[config.mk]
export PLATFORM = sky130hd
export DESIGN_NAME = train_sequencer
export DESIGN_NICKNAME = d
export VERILOG_FILES = /design/src/rtl/train_sequencer.sv
export SDC_FILE = /design/constraint.sdc
export NUM_CORES = 1
export LEC_CHECK = 0
export ABC_AREA = 1
export CAP_MARGIN = 0
export CORE_ASPECT_RATIO = 1.75
export CORE_MARGIN = 5
export CORE_UTILIZATION = 39
export DETAILED_ROUTE_END_ITERATION = 8
export DONT_BUFFER_PORTS = 1
export GPL_TIMING_DRIVEN = 0
export HOLD_SLACK_MARGIN = 0.1
export PLACE_DENSITY_LB_ADDON = 0.05
export SYNTH_ARGS = -nofsm -noshare
export SYNTH_HDL_FRONTEND = slang
export SYNTH_SLANG_ARGS = --single-unit
[constraint.sdc]
create_clock -name clk -period 18.6 [get_ports clk]
set_clock_uncertainty 0.2 [all_clocks]
set_input_delay 3.72 -clock clk [delete_from_list [all_inputs] [get_ports clk]]
set_output_delay 3.72 -clock clk [all_outputs]
set_load 0.05 [all_outputs]
[src/rtl/train_sequencer.sv]
// Pass sequencer for a classifier tile: fetches each image, starts the tile,
// scores its argmax against the label and reports timeouts.
module train_sequencer #(
    parameter int unsigned OUTPUT_SZ = 10,
    parameter int unsigned TIMEOUT   = 2048
) (
    input  logic                      clk,
    input  logic                      rst_n,
    input  logic                      run,
    input  logic                      train,
    input  logic [15:0]               num_images,
    input  logic                      abort,
    output logic                      img_req,
    output logic [15:0]               img_idx,
    input  logic                      img_ack,
    input  logic [7:0]                label,
    output logic                      start_fp,
    output logic                      start_bp,
    input  logic                      tile_done,
    input  logic [OUTPUT_SZ-1:0][31:0] result,
    output logic                      busy,
    output logic                      pass_done,
    output logic [15:0]               correct_cnt,
    output logic                      err_timeout
);

    localparam int unsigned CntW = (TIMEOUT > 1) ? $clog2(TIMEOUT) : 1;
    localparam int unsigned IdxW = (OUTPUT_SZ > 1) ? $clog2(OUTPUT_SZ) : 1;
    localparam logic [CntW-1:0] TmoLast = CntW'(TIMEOUT - 1);

    typedef enum logic [2:0] {
        StIdle,
        StFetch,
        StStart,
        StWait,
        StScore,
        StDone,
        StErr
    } state_e;

    state_e                       state_q, state_d;
    logic                         train_q, train_d;
    logic [15:0]                  num_q, num_d;
    logic [15:0]                  idx_q, idx_d;
    logic [15:0]                  corr_q, corr_d;
    logic                         err_q, err_d;
    logic [7:0]                   label_q, label_d;
    logic [CntW-1:0]              tmo_q, tmo_d;
    logic [OUTPUT_SZ-1:0][31:0]   res_q, res_d;

    logic [IdxW-1:0]              best_idx;
    logic signed [31:0]           best_val;
    logic                         hit;
    logic                         last_img;

    always_ff @(posedge clk or negedge rst_n) begin
        if (!rst_n) begin
            state_q <= StIdle;
            train_q <= 1'b0;
            num_q   <= '0;
            idx_q   <= '0;
            corr_q  <= '0;
            err_q   <= 1'b0;
            label_q <= '0;
            tmo_q   <= '0;
            res_q   <= '0;
        end else begin
            state_q <= state_d;
            train_q <= train_d;
            num_q   <= num_d;
            idx_q   <= idx_d;
            corr_q  <= corr_d;
            err_q   <= err_d;
            label_q <= label_d;
            tmo_q   <= tmo_d;
            res_q   <= res_d;
        end
    end

    // Strict greater-than keeps the lowest index on ties.
    always_comb begin
        best_idx = '0;
        best_val = $signed(res_q[0]);
        for (int unsigned i = 1; i < OUTPUT_SZ; i++) begin
            if ($signed(res_q[i]) > best_val) begin
                best_val = $signed(res_q[i]);
                best_idx = IdxW'(i);
            end
        end
    end

    assign hit      = ({24'd0, label_q} < OUTPUT_SZ) && (32'(best_idx) == {24'd0, label_q});
    assign last_img = (({1'b0, idx_q} + 17'd1) == {1'b0, num_q});

    always_comb begin
        state_d = state_q;
        train_d = train_q;
        num_d   = num_q;
        idx_d   = idx_q;
        corr_d  = corr_q;
        err_d   = err_q;
        label_d = label_q;
        tmo_d   = tmo_q;
        res_d   = res_q;

        if (abort && (state_q != StIdle)) begin
            state_d = StIdle;
        end else begin
            case (state_q)
                StIdle: begin
                    if (run) begin
                        train_d = train;
                        num_d   = num_images;
                        idx_d   = '0;
                        corr_d  = '0;
                        err_d   = 1'b0;
                        state_d = (num_images == 16'd0) ? StDone : StFetch;
                    end
                end
                StFetch: begin
                    if (img_ack) begin
                        label_d = label;
                        state_d = StStart;
                    end
                end
                StStart: begin
                    tmo_d   = '0;
                    state_d = StWait;
                end
                StWait: begin
                    if (tile_done) begin
                        res_d   = result;
                        state_d = StScore;
                    end else if (tmo_q == TmoLast) begin
                        err_d   = 1'b1;
                        state_d = StErr;
                    end else begin
                        tmo_d = tmo_q + 1'b1;
                    end
                end
                StScore: begin
                    if (hit && (corr_q != 16'hFFFF)) begin
                        corr_d = corr_q + 16'd1;
                    end
                    if (idx_q != 16'hFFFF) begin
                        idx_d = idx_q + 16'd1;
                    end
                    state_d = last_img ? StDone : StFetch;
                end
                StDone:  state_d = StIdle;
                StErr:   state_d = StIdle;
                default: state_d = StIdle;
            endcase
        end
    end

    // Pulses are gated by abort so an aborted cycle never emits one.
    assign img_req     = (state_q == StFetch);
    assign start_fp    = (state_q == StStart) && !train_q && !abort;
    assign start_bp    = (state_q == StStart) && train_q && !abort;
    assign pass_done   = (state_q == StDone) && !abort;
    assign busy        = (state_q != StIdle);
    assign img_idx     = idx_q;
    assign correct_cnt = corr_q;
    assign err_timeout = err_q;

endmodule
; ---- After elaboration in Yosys (flattened, before gate mapping)
; Cells that the tools add are included.
[totals]
output_inout_bits = 38
in_bits = 351
register_bits = 392
word_cells = 113
[classes]
mux = 37
add_sub_neg = 4
bitwise = 1
eq_ne = 19
n_reduce_logical = 24
order_cmp = 10
[op_table]
columns = cell, n
row1 = greater-than comparator 32 bit, 9
row2 = 2-to-1 mux 32 bit, 8
row3 = case mux 16 bit (2 select lines), 2
row4 = 2-to-1 mux 16 bit, 3
row5 = "adder 16 x 1 -> 16 bit, second input constant", 2
row6 = 2-to-1 mux 4 bit, 8
row7 = "!= test 16 bit, second input constant", 2
row8 = 2-to-1 mux 11 bit, 2
row9 = case mux 11 bit (2 select lines), 1
row10 = 2-to-1 mux 3 bit, 7
row11 = "adder 16 x 1 -> 17 bit, second input constant", 1
row12 = equality test 17 x 16 -> 1 bit, 1
row13 = zero test 16 bit, 1
row14 = case mux 3 bit (5 select lines), 1
row15 = "!= test 2 bit, second input constant", 6
row16 = AND reduction 3 bit, 4
row17 = AND reduction 4 bit, 3
row18 = "adder 11 x 1 -> 11 bit, second input constant", 1
row19 = "equality test 11 bit, second input constant", 1
row20 = equality test 4 x 8 -> 1 bit, 1
row21 = logical AND 1 bit, 8
row22 = "< comparator 8 x 4 -> 1 bit, second input constant", 1
row23 = "equality test 3 x 2 -> 1 bit, second input constant", 2
row24 = "equality test 3 bit, second input constant", 2
row25 = 12 further kinds, 18

; ---- Longest topological paths before layout
; Gate-level depths: netlist of run 1.
[logic_depth]
ltp_word = 23
mapped_depth = 162
mapped_depth_nobuf = 148

; ---- Least setup slack after synthesis of run 1
; Ideal clock, no wire load.
[synth_path]
path_type = reg2reg
startpoint = register res_q[63] in the netlist's numbering
endpoint = register corr_q[7], in the netlist correct_cnt[7]
path_buffers = 15
period_less_slack_ns = 18.287
slack_ns = 0.313
arrival_ns = 17.968
path_stages_with_launch = 137
setup_time_ns = 0.119
required_time_ns = 18.281
cell_sequence = dfrtp_1 -> ha_1 -> nand2_1 -> nor2_2 -> nand2_1 -> nor3b_2 -> nand2_1 -> nand2_1 -> nand2_2 -> nand3_2 -> buf_4 -> clkbuf_1 -> nand2_1 -> o21ai_0 -> ha_1 -> a21oi_1 -> nor2_1 -> a211oi_1 -> (+101 left out) -> o21ai_0 -> nand2_1 -> a41oi_1 -> a211oi_1 -> nand3b_1 -> o221ai_1 -> nand2_1 -> inv_1 -> nand2_1 -> nand2_1 -> nand3_1 -> nor2_1 -> nand2_1 -> nand2_2 -> nand2_4 -> buf_6 -> nand2_2 -> nand2_1
[synth_via]
elab_chain_len = 23
word_cells_on_any_way = 31
cone_classes = 9 x order compare / 2 x eq/ne / 17 x mux / 3 x reduce/logical
[synth_lines]
columns = element, line
row1 = "start, declared", 49  ; logic [OUTPUT_SZ-1:0][31:0] res_q, res_d;
row2 = "start signal, assigned", 76  ; res_q <= res_d;
row3 = greater-than comparator 32 bit, 85  ; if ($signed(res_q[i]) > best_val) begin
row4 = 2-to-1 mux 32 bit, 85
row5 = greater-than comparator 32 bit, 85
row6 = 2-to-1 mux 32 bit, 85
row7 = greater-than comparator 32 bit, 85
row8 = 2-to-1 mux 32 bit, 85
row9 = greater-than comparator 32 bit, 85
row10 = 2-to-1 mux 32 bit, 85
row11 = (+7 left out), n/a
row12 = 2-to-1 mux 32 bit, 85
row13 = greater-than comparator 32 bit, 85
row14 = 2-to-1 mux 4 bit (*), 85
row15 = equality test 4 x 8 -> 1 bit (*), 92  ; assign hit = ({24'd0, label_q} < OUTPUT_SZ) && (32'(best_idx) == {24'd0, label_q});
row16 = logical AND 1 bit (*), 92
row17 = logical AND 1 bit (*), 142  ; if (hit && (corr_q != 16'hFFFF)) begin
row18 = != test 2 bit (no source line) (*), n/a
row19 = AND reduction 4 bit (no source line) (*), n/a
row20 = "end signal, assigned", 72  ; corr_q <= corr_d;
row21 = "end, declared", 45  ; logic [15:0] corr_q, corr_d;
; Mark *: on every way between the ends. The rest lies on a longest branch, timed or not.
; A chain may end at the register's enable or synchronous reset.

; ---- Worst setup path in the final report of run 1
[layout_path]
startpoint = register res_q[43] in the netlist's numbering
endpoint = register corr_q[13], in the netlist correct_cnt[13]
; The elaborated chain is that of the path after synthesis.

==> flow_metrics.py, run 1 <==
metrics = {
    "outcome": {
        "status": "finished with violations",
        "violations": "setup timing",
    },
    "synth": {
        "synthArstFlopShare_pct": 100,
        "synthFlopType": "dfrtp_1",
        "yosysWarnings": 0,
        "syn_area_per_cell_um2": 8.89,
        "ys_seq_area_share_pct": 39.2,
        "syn_nets": 3447,
        "ys_types": 50,
        "synth_edf_count": 0,
        "synthesis.area_um2": 25000,
        "synth_cells": 2817,
        "ys_ff_latch": 392,
    },
    "timing": {
        "slew_headroom_pct": 21.8,
        "finalHoldViolCount": 0,
        "rsz0062_at_grt": "yes",
        "max_freq_mhz": 51.1,
        "tightest_slew_ns": 1.17,
        "final_max_slew_viol_count": 0,
        "worst_slack_ns": -0.983,
        "holdWs_ns": 0.305,
        "fin_crit_sh_pct": 105,
        "post-route-min-period_ns": 19.58,
        "setup_viol": 16,
    },
    "clock_tree": {
        "numCtsBuffers": 44,
        "clock_sinks": 392,
        "h-tree-depth": 2,
        "cts_hold_buf": 0,
        "insertion_delay_ns": 0.60,
        "root_buffer": "clkbuf_16",
        "tritoncts": "built",
        "clk_path_buf_depth": 3,
        "clk_pin_slew_ns": 0.06,
    },
    "drt": {
        "drt_first_pass_iters": 4,
        "vias": 21500,
        "drt.antenna.violating_nets": 0,
        "top_layer_used": "met5",
        "first_iter_violations": 963,
        "wl_met2_mm": 50.7,
        "avgRoutedWirePerCell_um": 23.8,
        "viasPerCell": 5.50,
        "wl_mm": 93.3,
        "met3_length_mm": 4.98,
        "wl_met1_mm": 32.5,
        "drc": 0,
    },
    "grt": {
        "grt_max_degree": 393,
        "grt_pass1_wl_mm": 137,
        "antenna_found_initial": 39,
        "grt_usage_pct": 25.7,
        "overflow": 0,
        "grt_pass1_vias": 22300,
    },
    "floorplan": {
        "pin_count": 389,
        "die-area_um2": 69600,
        "core_area_um2": 64000,
        "die_h_um": 345,
        "chipWidth_um": 202,
        "start_util_pct": 39.1,
        "num_rows": 123,
    },
    "worst_setup_path": {
        "worstPathArrival_ns": 19.85,
        "worstReg2RegStart": "res_q[43]",
        "criticalPathCategory": "reg2reg",
        "r2r_end": "correct_cnt[13]",
        "worst_path_max_delay_cell": "dfrtp_1",
        "path_max_fanout": 8,
        "crit_start": "res_q[43]",
        "cp-start-kind": "flip-flop",
        "max_stage_delay_ns": 0.41,
        "r2r_slack_ns": -0.98,
        "cp_common_cell": "nand2_2",
        "required_ns": 18.86,
        "rr_worst_depth": 137,
        "end_kind": "flip-flop",
        "cp-endpoint": "correct_cnt[13]",
    },
    "cells_and_area": {
        "utilization_pct": 50.8,
        "nFillCells": 5985,
        "nets": 3681,
        "drive_gt1_share_pct": 33.1,
        "area_growth_pct": 29.9,
        "layout.area.seq_um2": 9820,
        "fin_area_um2": 32500,
        "multiInputGateArea_um2": 16600,
    },
    "worst_hold_path": {
        "hold_class": "reg2reg",
        "hold_depth": 2,
    },
    "placement": {
        "pre_cts_ws_ns": -8.54,
        "gp_congestion": 0.927,
        "place_area_um2": 26100,
        "port-buffer-count": 0,
        "dp_hpwl_mm": 71.3,
    },
    "flow_run": {
        "maxCapViolations": 0,
    },
}
[cell usage in the layout (no fill, tap or decap), types with 8 or more instances in the layout]
cell,synthesis,final
a211oi_1,30,14
nand3_4,2,11
nor2_1,168,155
o21ai_1,64,102
nor4_4,0,8
buf_8,0,14
o21ai_0,234,97
clkbuf_16,0,69
clkbuf_1,83,50
buf_12,0,15
buf_1,10,8
a211oi_2,0,16
nor2_2,3,10
nor3_2,0,9
o22ai_1,12,12
ha_1,279,221
o21bai_1,8,8
a21oi_2,0,28
nor3_1,38,26
ha_4,0,54
clkbuf_8,0,23
inv_1,187,163
nand2_2,28,80
xor2_1,24,24
nand3_2,8,14
dfrtp_2,0,9
nand2_4,2,32
buf_4,2,147
inv_2,7,31
buf_6,4,21
o21ai_2,1,57
o21ai_4,0,43
nand4_1,49,49
diode_2,0,25
nand2_1,585,501
nand3_1,78,64
mux2_2,272,272
dfrtp_1,392,383
a21oi_1,172,139
[layout make-up]
cell class              instances  area share [%]
clock inverters                10           0.265
well taps                     812            3.12
diodes                         25           0.192
plain buffers                 103            3.55
clock buffers                  63            3.92
flip-flops and latches        392            30.2
repair buffers                188            5.39
inverters                     196            2.26
multi-input cells            2126            51.1
[flip-flops by register name, indices dropped and copies added (netlist names)]
name	count
correct_cnt	16
err_timeout	1
img_idx	16
label_q	8
num_q	16
res_q	320
state_q	3
tmo_q	11
train_q	1
[worst max-delay path, delay by kind of cell, from the launching register on]
family,cells,cell delay (ns)
buffers and inverters,30,4.09
XOR/XNOR,1,0.18
AO/OA/AOI/OAI,34,5.45
adder cells (fa/ha/maj),9,2.31
flip-flops,1,0.41
AND/OR/NAND/NOR,63,6.68
[worst min path at each step]
stage / start / to
final: num_q[8] / num_q[8]
after global routing: label_q[7] / label_q[7]
after CTS: num_q[0] / num_q[0]
after detailed placement: label_q[7] / label_q[7]
after global placement: num_q[0] / num_q[0]
after floorplan: num_q[6] / num_q[6]
[per-stage QoR]
stage / setup TNS, ns / std cells
global route: -28.77 / 3901
finish: -15.52 / 3915
CTS: -23.53 / 3813
detailed placement: -135.47 / 3630
floorplan: 0 / 2817
global placement: -137.32 / 3629
[cells by family (layout without fill, tap and decap cells)]
group	count (synthesis)	count (layout)	synth area share [%]
flops	392	392	39.2
fa+ha+maj	279	279	13.9
xor+xnor	29	29	1.01
other cells	0	25	0
compound gates	551	551	11.9
buf+inv	300	560	4.67
mux	272	272	12.2
simple gates	994	995	17.1
[what timing repair did]
action | 4_1_cts | 5_1_grt
hold endpoints to repair | 0 | 0
buffers inserted | 98 | 74
resized for setup | 546 | 304
pin swaps | 127 | 182
gates cloned | 13 | 5
setup endpoints to repair | 16 | 16
[per-layer routing]
metal / track usage (%) / vias up
met3: 5.61 / 190
met5: 0 / -
met2: 48.6 / 572
met4: 12.3 / 20
li1: - / 10300
met1: 26.6 / 10500
[synthesized netlist by cell type, types with 6 or more instances]
cell | instances | area [µm²]
xor2_1 | 24 | 210
inv_2 | 7 | 26.3
nand2_1 | 585 | 2200
o21ai_0 | 234 | 1170
a21oi_1 | 172 | 861
nand3_2 | 8 | 80.1
nor3b_1 | 6 | 45.0
buf_1 | 10 | 37.5
mux2_2 | 272 | 3060
nand2_2 | 28 | 175
nor4_1 | 15 | 93.8
nor2_1 | 168 | 631
dfrtp_1 | 392 | 9810
o21ai_1 | 64 | 320
nand4_1 | 49 | 307
a211oi_1 | 30 | 225
nand3_1 | 78 | 390
nor3_1 | 38 | 190
o22ai_1 | 12 | 75.1
o21bai_1 | 8 | 60.1
clkbuf_1 | 83 | 312
inv_1 | 187 | 702
nand3b_1 | 7 | 52.6
ha_1 | 279 | 3490
Power of run 1 is not shown: default switching activity piles up to over one toggle a cycle in this logic, so the estimate is an artifact.
==> run 2: changes to the inputs <==
- CELL_PAD_IN_SITES_DETAIL_PLACEMENT: default -> 1
- CELL_PAD_IN_SITES_GLOBAL_PLACEMENT: default -> 1
==> run 2 against run 1 <==
  * The run still ends with setup timing left
  * Hold slack got worse by 0.0040 ns
  * Global-route usage rose by 1.2 points
  * Critical path depth fell by 2
  * Setup slack got worse by 0.35 ns
  * Sequential cell count did not move
  * Register-to-register slack got worse by 0.35 ns
  * Count of clock-buffer cells in the layout did not move
  * First-iteration DRC count fell by 25%
  * Sequential share of layout area fell by 0.83 points
  * Largest cell class unchanged
==> flow_metrics.py, run 2 (same netlist as run 1, synthesis figures left out) <==
metrics = {
    "clock_tree": {
        "numCtsBuffers": 44,
        "insertion_delay_ns": 0.60,
        "tritoncts": "built",
        "clock_sinks": 392,
        "cts_hold_buf": 0,
        "root_buffer": "clkbuf_16",
        "h-tree-depth": 2,
        "clk_path_buf_depth": 3,
        "clk_pin_slew_ns": 0.06,
    },
    "worst_hold_path": {
        "hold_class": "reg2reg",
        "worstHoldStart": "label_q[7]",
    },
    "cells_and_area": {
        "final_cell_mix": "nand2_1 (492), dfrtp_1 (389), mux2_2 (272), ha_1 (215), buf_4 (194)",
        "drive_gt1_share_pct": 35.8,
        "largest_register_ff_count": 320,
        "nets": 3730,
        "area_growth_pct": 33.5,
        "nFillCells": 7088,
        "layout_commonest_cell": "nand2_1",
        "top_register": "res_q",
    },
    "drt": {
        "first_iter_violations": 722,
        "vias": 22200,
        "viasPerCell": 5.60,
        "drc": 0,
        "avgRoutedWirePerCell_um": 25.3,
        "drt_first_pass_iters": 5,
        "drt.antenna.violating_nets": 0,
        "wl_mm": 100,
    },
    "worst_setup_path": {
        "worstPathArrival_ns": 20.20,
        "end_kind": "flip-flop",
        "path_buf_inv": 31,
        "worst_path_max_delay_cell": "or4_4",
        "criticalPathCategory": "reg2reg",
        "cp-start-kind": "flip-flop",
        "worstReg2RegStart": "res_q[17]",
        "cp_top_family": "simple AND/OR/NAND/NOR gates",
        "cp_common_cell": "nand2_1",
        "path_max_fanout": 7,
        "crit_start": "res_q[17]",
        "required_ns": 18.87,
        "max_stage_delay_ns": 0.57,
    },
    "timing": {
        "fin_crit_sh_pct": 107,
        "slew_headroom_pct": 17.1,
        "final_max_slew_viol_count": 0,
        "max_freq_mhz": 50.2,
        "tightest_slew_ns": 1.23,
        "setup_viol": 16,
        "post-route-min-period_ns": 19.93,
        "rsz0062_at_grt": "yes",
        "worst_slack_ns": -1.33,
        "finalHoldViolCount": 0,
    },
    "flow_run": {
        "maxCapViolations": 0,
    },
    "placement": {
        "port-buffer-count": 0,
        "gp_congestion": 0.897,
        "dp_hpwl_mm": 74.3,
        "pre_cts_ws_ns": -10.11,
    },
    "grt": {
        "overflow": 0,
        "antenna_found_initial": 49,
        "grtUsageMet3_pct": 6.13,
        "grt_util_met2_pct": 51.8,
        "grt_pass1_wl_mm": 145,
        "grt_pass1_vias": 24200,
        "grt_usage_pct": 26.9,
        "grt_max_degree": 393,
        "use_met1_pct": 26.9,
        "grt_most_used_layer": "met2",
    },
    "floorplan": {
        "chipWidth_um": 202,
        "die-area_um2": 69600,
        "core_area_um2": 64000,
        "pin_count": 389,
        "num_rows": 123,
        "die_h_um": 345,
        "start_util_pct": 39.1,
    },
    "outcome": {
        "status": "finished with violations",
        "violations": "setup timing",
    },
}
run 2: cell count changes in the layout (fill, tap and decap cells not counted), moves of 9 or more:
cell | before | now
a21oi_1 | 139 | 125
nand2_1 | 501 | 492
o21ai_2 | 57 | 66
buf_4 | 147 | 194
a21oi_2 | 28 | 41
o21ai_0 | 97 | 83
run 2: layer usage:
layer  share of wire, %  routed length (µm)  vias to the layer above
met5               0.20                 203                        -
met4                6.4                6430                       28
met3                5.2                5170                      247
met2                 54               54000                      541
li1                   -                   -                    10400
met1                 34               34400                    11000
run 2: cell type report:
type	count	area [µm²]	area share (%)
clock buffers	63	1260	3.78
plain buffers	102	1240	3.71
well taps	812	1020	3.04
flip-flops and latches	392	9810	29.4
repair buffers	239	2180	6.51
diodes	25	62.6	0.187
inverters	196	738	2.21
clock inverters	10	181	0.543
multi-input cells	2125	16900	50.7
run 2: through the flow:
step,cells,setup TNS (ns),hold slack [ns],util [%],cell area [µm²]
floorplan,2817,0,0.260,-,25000
detailed placement,3629,-160.67,0.292,40.7,26100
finish,3964,-21.01,0.301,52.2,33400
global route,3949,-34.95,0.333,52.2,33400
global placement,3629,-153.52,0.284,40.7,26100
CTS,3851,-31.26,0.306,48.4,31000
run 2: worst paths after layout:
check | endpoint | slack, ns | cells after the start
setup / recovery | correct_cnt[7] | -1.33 | 135
hold / removal | label_q[7] | 0.30 | 1
setup reg to reg | correct_cnt[7] | -1.33 | 135
hold reg to reg | label_q[7] | 0.30 | 1
max in group asynchronous | res_q[63] | 14.95 | 0
min in group asynchronous | res_q[243] | 2.62 | 0
run 2: worst reg2reg max path: cells and delay by family (launching register included):
family / cells / cell delay [ns]
AO/OA/AOI/OAI: 34 / 5.31
adder cells (fa/ha/maj): 9 / 2.20
buffers and inverters: 31 / 4.25
AND/OR/NAND/NOR: 59 / 7.11
flip-flops: 1 / 0.37
XOR/XNOR: 2 / 0.33
run 2: repair_timing:
action | CTS | global route
endpoints found under the setup margin | 16 | 16
gates cloned | 13 | 11
resized for setup | 557 | 375
pin swaps | 147 | 217
buffers inserted | 137 | 81
Power of run 2 is left out for the same reason.
